`src/rtl/spi_tx_sched.sv`:
```
// Transmit scheduler for the SPI slave link: buffers one word per measurement
// channel, arbitrates round-robin and holds the granted word stable for a frame.
module spi_tx_sched #(
  parameter int unsigned NCH = 4,
  parameter int unsigned DW  = 16,
  parameter int unsigned CW  = $clog2(NCH)
) (
  input  logic              clk,
  input  logic              rst_n,
  input  logic [NCH-1:0]    meas_done,
  input  logic [NCH*DW-1:0] meas_data,
  input  logic              spi_cs_n,
  input  logic              ovr_clr,
  output logic [DW-1:0]     txd_data,
  output logic [CW-1:0]     tx_ch,
  output logic              mcu_irq,
  output logic              frame_done,
  output logic [NCH-1:0]    overrun
);

  typedef enum logic [1:0] {IDLE, ARMED, BUSY} state_t;

  state_t          state;
  logic [DW-1:0]   pbuf [NCH];
  logic [NCH-1:0]  pend;
  logic [CW-1:0]   last;
  logic            cs_meta, cs_s, cs_d;
  logic            cs_fall_c, cs_rise_c;
  logic            grant_c, found_c;
  logic [CW-1:0]   gnt_idx_c, idx_c;
  logic [NCH-1:0]  ovr_new_c;

  // CS synchronizer plus edge-detect flop; idles high so reset looks like "no frame"
  always_ff @(posedge clk or negedge rst_n) begin
    if (!rst_n) begin
      cs_meta <= 1'b1;
      cs_s    <= 1'b1;
      cs_d    <= 1'b1;
    end else begin
      cs_meta <= spi_cs_n;
      cs_s    <= cs_meta;
      cs_d    <= cs_s;
    end
  end

  assign cs_fall_c = cs_d & ~cs_s;
  assign cs_rise_c = ~cs_d & cs_s;

  // Round-robin search starting one past the last granted channel
  always_comb begin
    found_c   = 1'b0;
    gnt_idx_c = '0;
    idx_c     = '0;
    for (int unsigned k = 0; k < NCH; k++) begin
      idx_c = CW'((32'(last) + 32'd1 + k) % NCH);
      if (!found_c && pend[idx_c]) begin
        found_c   = 1'b1;
        gnt_idx_c = idx_c;
      end
    end
  end

  assign grant_c = (state == IDLE) && cs_s && found_c;

  // A strobe on the channel being granted this cycle refills it without overrun
  always_comb begin
    ovr_new_c = '0;
    for (int unsigned i = 0; i < NCH; i++) begin
      ovr_new_c[i] = meas_done[i] & pend[i] & ~(grant_c && (gnt_idx_c == CW'(i)));
    end
  end

  // Per-channel capture, independent of the frame FSM
  always_ff @(posedge clk or negedge rst_n) begin
    if (!rst_n) begin
      pend    <= '0;
      overrun <= '0;
      for (int unsigned i = 0; i < NCH; i++) pbuf[i] <= '0;
    end else begin
      for (int unsigned i = 0; i < NCH; i++) begin
        if (meas_done[i]) begin
          pbuf[i] <= meas_data[i*DW +: DW];
          pend[i] <= 1'b1;
        end else if (grant_c && (gnt_idx_c == CW'(i))) begin
          pend[i] <= 1'b0;
        end
      end
      overrun <= (overrun & ~{NCH{ovr_clr}}) | ovr_new_c;
    end
  end

  // Frame FSM: load on grant, hold through the frame, clear at CS rise
  always_ff @(posedge clk or negedge rst_n) begin
    if (!rst_n) begin
      state      <= IDLE;
      txd_data   <= '0;
      tx_ch      <= '0;
      mcu_irq    <= 1'b0;
      frame_done <= 1'b0;
      last       <= CW'(NCH - 1);
    end else begin
      frame_done <= 1'b0;
      case (state)
        IDLE: begin
          txd_data <= '0;
          mcu_irq  <= 1'b0;
          if (grant_c) begin
            txd_data <= pbuf[gnt_idx_c];
            tx_ch    <= gnt_idx_c;
            last     <= gnt_idx_c;
            mcu_irq  <= 1'b1;
            state    <= ARMED;
          end
        end
        ARMED: begin
          if (cs_fall_c) begin
            mcu_irq <= 1'b0;
            state   <= BUSY;
          end
        end
        BUSY: begin
          if (cs_rise_c) begin
            txd_data   <= '0;
            frame_done <= 1'b1;
            state      <= IDLE;
          end
        end
        default: state <= IDLE;
      endcase
    end
  end

endmodule
```
`config.mk`:
```
export PLATFORM = sky130hd
export DESIGN_NAME = spi_tx_sched
export DESIGN_NICKNAME = d
export VERILOG_FILES = /design/src/rtl/spi_tx_sched.sv
export SDC_FILE = /design/constraint.sdc
export NUM_CORES = 1
export LEC_CHECK = 0
export ABC_AREA = 1
export CORE_ASPECT_RATIO = 1.25
export CORE_MARGIN = 2
export CORE_UTILIZATION = 45
export DETAILED_ROUTE_END_ITERATION = 12
export GPL_TIMING_DRIVEN = 0
export PLACE_DENSITY = 0.76
export SLEW_MARGIN = 20
export SYNTH_ARGS = -nofsm -noshare
export SYNTH_HDL_FRONTEND = slang
export SYNTH_SLANG_ARGS = --single-unit
```
`constraint.sdc`:
```
create_clock -name clk -period 4.5 [get_ports clk]
set_input_delay 0.9 -clock clk [delete_from_list [all_inputs] [get_ports clk]]
set_output_delay 0.9 -clock clk [all_outputs]
set_load 0.02 [all_outputs]
```
---- Word level (Yosys, flattened, before mapping) ----
Index checks and enable logic that the tools add are counted.
word-level totals
  memories kept ........................... 0
  flip-flop bits (word level) ............. 99
  latch bits .............................. 0
  RAM bits ................................ 0
  ROM bits ................................ 0
cells by class
  reduce and logical (&&, ||, !) cells .... 24
  divide/modulo/power cells ............... 0
  bitwise logic cells ..................... 20
  equality and inequality tests ........... 8
  magnitude comparators ................... 5
  add/subtract/negate cells ............... 4
  shift operators ......................... 0
  multiply operators ...................... 0
  multiplexer cells ....................... 39
operators by type and width
  cell                 number
  $mux 16              4
  $bmux 16 s2          1
  $pmux 16 s2          1
  $mux 1               20
  $mux 2               7
  $lt 2x3->1 const B   4
  $reduce_bool 2->1    6
  $and 1x1->1          10
  $logic_and 1x1->1    9
  $bmux 1 s2           4
  $eq 2x2->1 const B   3
  $ne 2x2->1 const B   3
  $not 1->1            6
  $pmux 2 s3           1
  $reduce_and 2->1     3
  $add 2x1->2 const B  2
  $add 2x2->2 const B  2
  $and 4x4->4          1
  $eq 2x1->1 const B   2
  $logic_not 2->1      2
  $not 4->4            1
  $or 4x4->4           1
  $ge 3x3->1 const B   1
  $logic_not 1->1      3
  other kinds (3)      3

---- Longest topological paths before layout ----
  depth in word-level cells ............... 19
  mapped depth ............................ 16
  depth with buffers taken out ............ 14

---- Least setup slack after synthesis ----
No wires, ideal clock.
  path type ............................... reg-to-reg
  start point ............................. register last[0]
  end point ............................... register txd_data[2]
  data arrival time ....................... 1.740 ns
  path buffers ............................ 2
  data required time ...................... 4.383 ns
  setup slack ............................. 2.643 ns
  stages on the path, launching flop included .. 16
  period minus slack after synthesis ...... 1.857 ns
  path through ............................ dfstp_2 -> buf_4 -> nand2_1 -> nand2_1 -> nand2_1 -> nand2_1 -> nand3_1 -> nor2_2 -> nor2_4 -> buf_4 -> nand3_1 -> nand2_1 -> nand2_1 -> nand2_1 -> nand2_1 -> nand2_1
between the ends
  word-level cells in the longest chain between the ends .. 19
  elaborated cells on any way between the ends .. 33
  those cells by class .................... 4 x add/sub; 21 x mux; 1 x bitwise; 7 x reduce/logical
ends and longest elaborated chain
  element                                                               line  text
  from (decl)                                                           26    logic [CW-1:0] last;
  from (signal assigned)                                                100   last <= CW'(NCH - 1);
  from (signal assigned)                                                110   last <= gnt_idx_c;
  $add 2x1->2 (*)                                                       55    idx_c = CW'((32'(last) + 32'd1 + k) % NCH);
  parallel branches: the longest is 16 deep, another holds $add 2x1->2  n/a
  $mux 16 (*)                                                           107   if (grant_c) begin
  $pmux 16 s2 (*)                                                       103   case (state)
  to (signal assigned)                                                  108   txd_data <= pbuf[gnt_idx_c];
  to (decl)                                                             14    output logic [DW-1:0] txd_data,
Every way passes the cells marked *. The select of a mux whose other input is x is not followed.
A chain may end at the register's enable or synchronous reset.

---- Worst setup path in the final report ----
  start point ............................. register last[0]
  end point ............................... register txd_data[9]
Same word-level chain as after synthesis.

==> impl_results.md <==
* Status: finished clean
* PwrDens at 634 nW/µm²
* Placer Congestion at 0.878
* Vias in the first global route at 4,313
* DRC viols at 0
* NumNets Final at 812
* Synthesized cell area at 4760 µm²
* Total Routing Usage GR at 22.6%
* Vias at 4,434
* TNS Setup at 0 ns
* Final hold violation count at 0
* Synthesized flop and latch total at 99
* Maximum VDD drop at 0.263 mV
* Synth warn at 0
* CTS tree: yes
* Cells after DPL at 861
* Worst-path clk slew at 0.07 ns
* Commonest non-fill, non-tap cell in the layout: nand2_1
* PostCTS Resize Cnt at 0
* Layout area overhead at 29.4%
* CORE AREA at 10,500 µm²
* Peak Freq at 0.430 GHz
* Hold_sp: cs_meta$_DFF_PN1_
* WHS Path Cells at 0
* Setup bufs post-CTS at 0
* Vias per cell at 5.06
* Sink Count at 99
* Final min period at 2.32 ns
* CP max FO at 10
* Worst path max stage delay at 0.58 ns
* Most frequent cells in the layout: nand2_1 (384), dfrtp_1 (94), clkdlybuf4s50_1 (90), nand3_1 (77), clkbuf_1 (15)
* Pwr Total at 3910 µW
* Initial Util at 45.5%
* Final instance area at 6170 µm²
* R2R cell count at 15
* Residual overflow from global routing at 0
* CP required at 4.74 ns
* Die Wd at 96.0 µm
* H-Tree Depth at 3
* Maximum clock path buffer count at 2
* Layout cell share with drive strength beyond 1 at 8.05%
* Most used cell, CP: nand2_1
* Clk_skew at 0.00865 ns
* Pin count of the biggest net entering global routing at 62
* Cts bufs inserted at 9
* First-pass GRT wire length at 20,100 µm
* Wire per inst at 13.6 µm
* CP cell instances: inv_2, buf_6, nand2_1, nand2_1, nand2_1, nand2_2, nor2_4, nand4_2, buf_2, nand3_1, nand2_1, nand2_1, nand2_1, nand2_1, nand2_1
* Slowest CP cell: dfstp_2
* Critical path class: reg -> reg
* Die ar. at 11,400 µm²
* Syn_area_per_cell at 7.48 µm²
* Syn Inst Count at 637
* Die Ht at 119 µm
* Final period utilization at 51.7%
* Placed cell area at 5870 µm²
* Crit. End Element: flop
* Port buffer count at 91
* Final cell count without fillers at 877
* FF-to-FF End: txd_data[9]$_DFFE_PN0P_
* Reg2reg setup slack at 2.18 ns
* Clock latency on the worst-skew pair at 0.35 ns
* Lkg Pwr at 0.00327 µW
* Endpoint, Worst Hold: cs_s$_DFF_PN1_
* Hold buffers post-CTS at 0
* Final wirelength at 11,900 µm
* Sequential fraction of the synthesis area at 52.1%
* Slew Limit Headroom at 70.4%
* CTS root buf: clkbuf_16
* Iteration count of the initial detailed-routing pass at 5
* Reg-to-Reg Start: last[0]$_DFFE_PN1P_
* Initial antenna violation count at 0
* Cell variety after synth at 24
* Post-Syn Nets at 709
* Data arrival, critical path at 2.56 ns
* RSZ-0062 raised after global routing: no
* Number of cell rows at 42
* Maxcap violations at 0
* Antenna cell count at 0
* Hold crit path type: reg -> reg
* Filler cells at 934
* Antenna Nets Post-Route at 0
* Worst setup SP type: flop
* Final Max Slew Viols at 0
* IO Pins at 96
* Pre-CTS setup slack at 2.23 ns
* Final WS setup at 2.18 ns
* Hpwl dp at 9100 µm
* Worst-margin pin slew at 0.442 ns
* # setup viols final at 0
* DRT iter0 DRCs at 194
-- report_power, final --
part	total (µW)	leakage, µW	switching [µW]	internal, µW
Combinational	1970	0.00192	1250	718
Clock	777	0.000143	330	447
Sequential	1160	0.00120	110	1050
-- how the worst max path moves through the flow --
stage	start	slack [ns]	to
after CTS	last[0]$_DFFE_PN1P_	2.20	txd_data[8]$_DFFE_PN0P_
after floorplan	last[0]$_DFFE_PN1P_	2.64	txd_data[2]$_DFFE_PN0P_
after global routing	last[0]$_DFFE_PN1P_	1.96	txd_data[9]$_DFFE_PN0P_
after detailed placement	last[0]$_DFFE_PN1P_	2.23	txd_data[8]$_DFFE_PN0P_
after global placement	rst_n	-0.96	pbuf[20]$_DFFE_PN0P_
final	last[0]$_DFFE_PN1P_	2.18	txd_data[9]$_DFFE_PN0P_
-- cell families after synthesis --
| logic type | Yosys count | share of synthesized area, % |
|---|---|---|
| AOI/OAI and AO/OA | 7 | 0.788 |
| DFF | 99 | 52.1 |
| buffers and inverters | 49 | 5.12 |
| and+or+nand+nor | 482 | 41.9 |
-- through the flow --
step           hold WS, ns  utilization, %
2_1_floorplan        0.345               -
4_1_cts              0.357            59.0
5_1_grt              0.358            59.0
3_5_place_dp         0.347            56.1
6_report             0.356            59.0
3_3_place_gp         0.347            55.8
-- flip-flops by register name (all words and copies together), names as in the netlist --
| name | flops |
|---|---|
| last | 2 |
| tx_ch | 2 |
| cs_s | 1 |
| overrun | 4 |
| cs_d | 1 |
| txd_data | 16 |
| pend | 4 |
| mcu_irq | 1 |
| cs_meta | 1 |
| frame_done | 1 |
| state | 2 |
| pbuf | 64 |
-- cell usage after synthesis --
library cell | count | share of area (%)
clkinv_1 | 4 | 0.32
buf_4 | 8 | 1.3
nor2_4 | 3 | 0.71
inv_6 | 1 | 0.18
nand2_1 | 384 | 30
inv_2 | 5 | 0.39
nand3b_1 | 1 | 0.16
nand4_2 | 1 | 0.26
o21ai_1 | 6 | 0.63
inv_1 | 8 | 0.63
nand2_2 | 6 | 0.79
nand4_1 | 1 | 0.13
o211ai_1 | 1 | 0.16
nor4_1 | 1 | 0.13
nand3_1 | 77 | 8.1
nor2_2 | 1 | 0.13
nand3_2 | 3 | 0.63
nor2_8 | 1 | 0.42
dfrtp_1 | 94 | 49
buf_2 | 8 | 0.84
dfstp_2 | 5 | 2.8
nor2_1 | 3 | 0.24
clkbuf_1 | 13 | 1.0
buf_6 | 2 | 0.47
-- per-layer routing --
metal | global-route usage (%) | part of all wire [%]
met1 | 28.9 | 41
met2 | 38.2 | 52
met3 | 3.10 | 4.2
met4 | 9.11 | 2.9
met5 | 0 | 0
-- critical path, delay by kind of cell (launching register included) --
kind                   cells  cell delay (ns)
and+or+nand+nor           12             1.14
DFF                        1             0.58
buffers and inverters      3             0.48
-- cell type report --
type                       count  area [µm²]  area share (%)
clock buffer                  12         246            4.00
sequential                    99        2480            40.3
timing repair buffer          92         940            15.2
multi-input combinational    489        2040            33.0
inverter                      18        72.6            1.18
buffer                        31         171            2.78
clock inverter                 4        51.3           0.832
tap                          132         165            2.68
(Power assumes the default switching activity.)
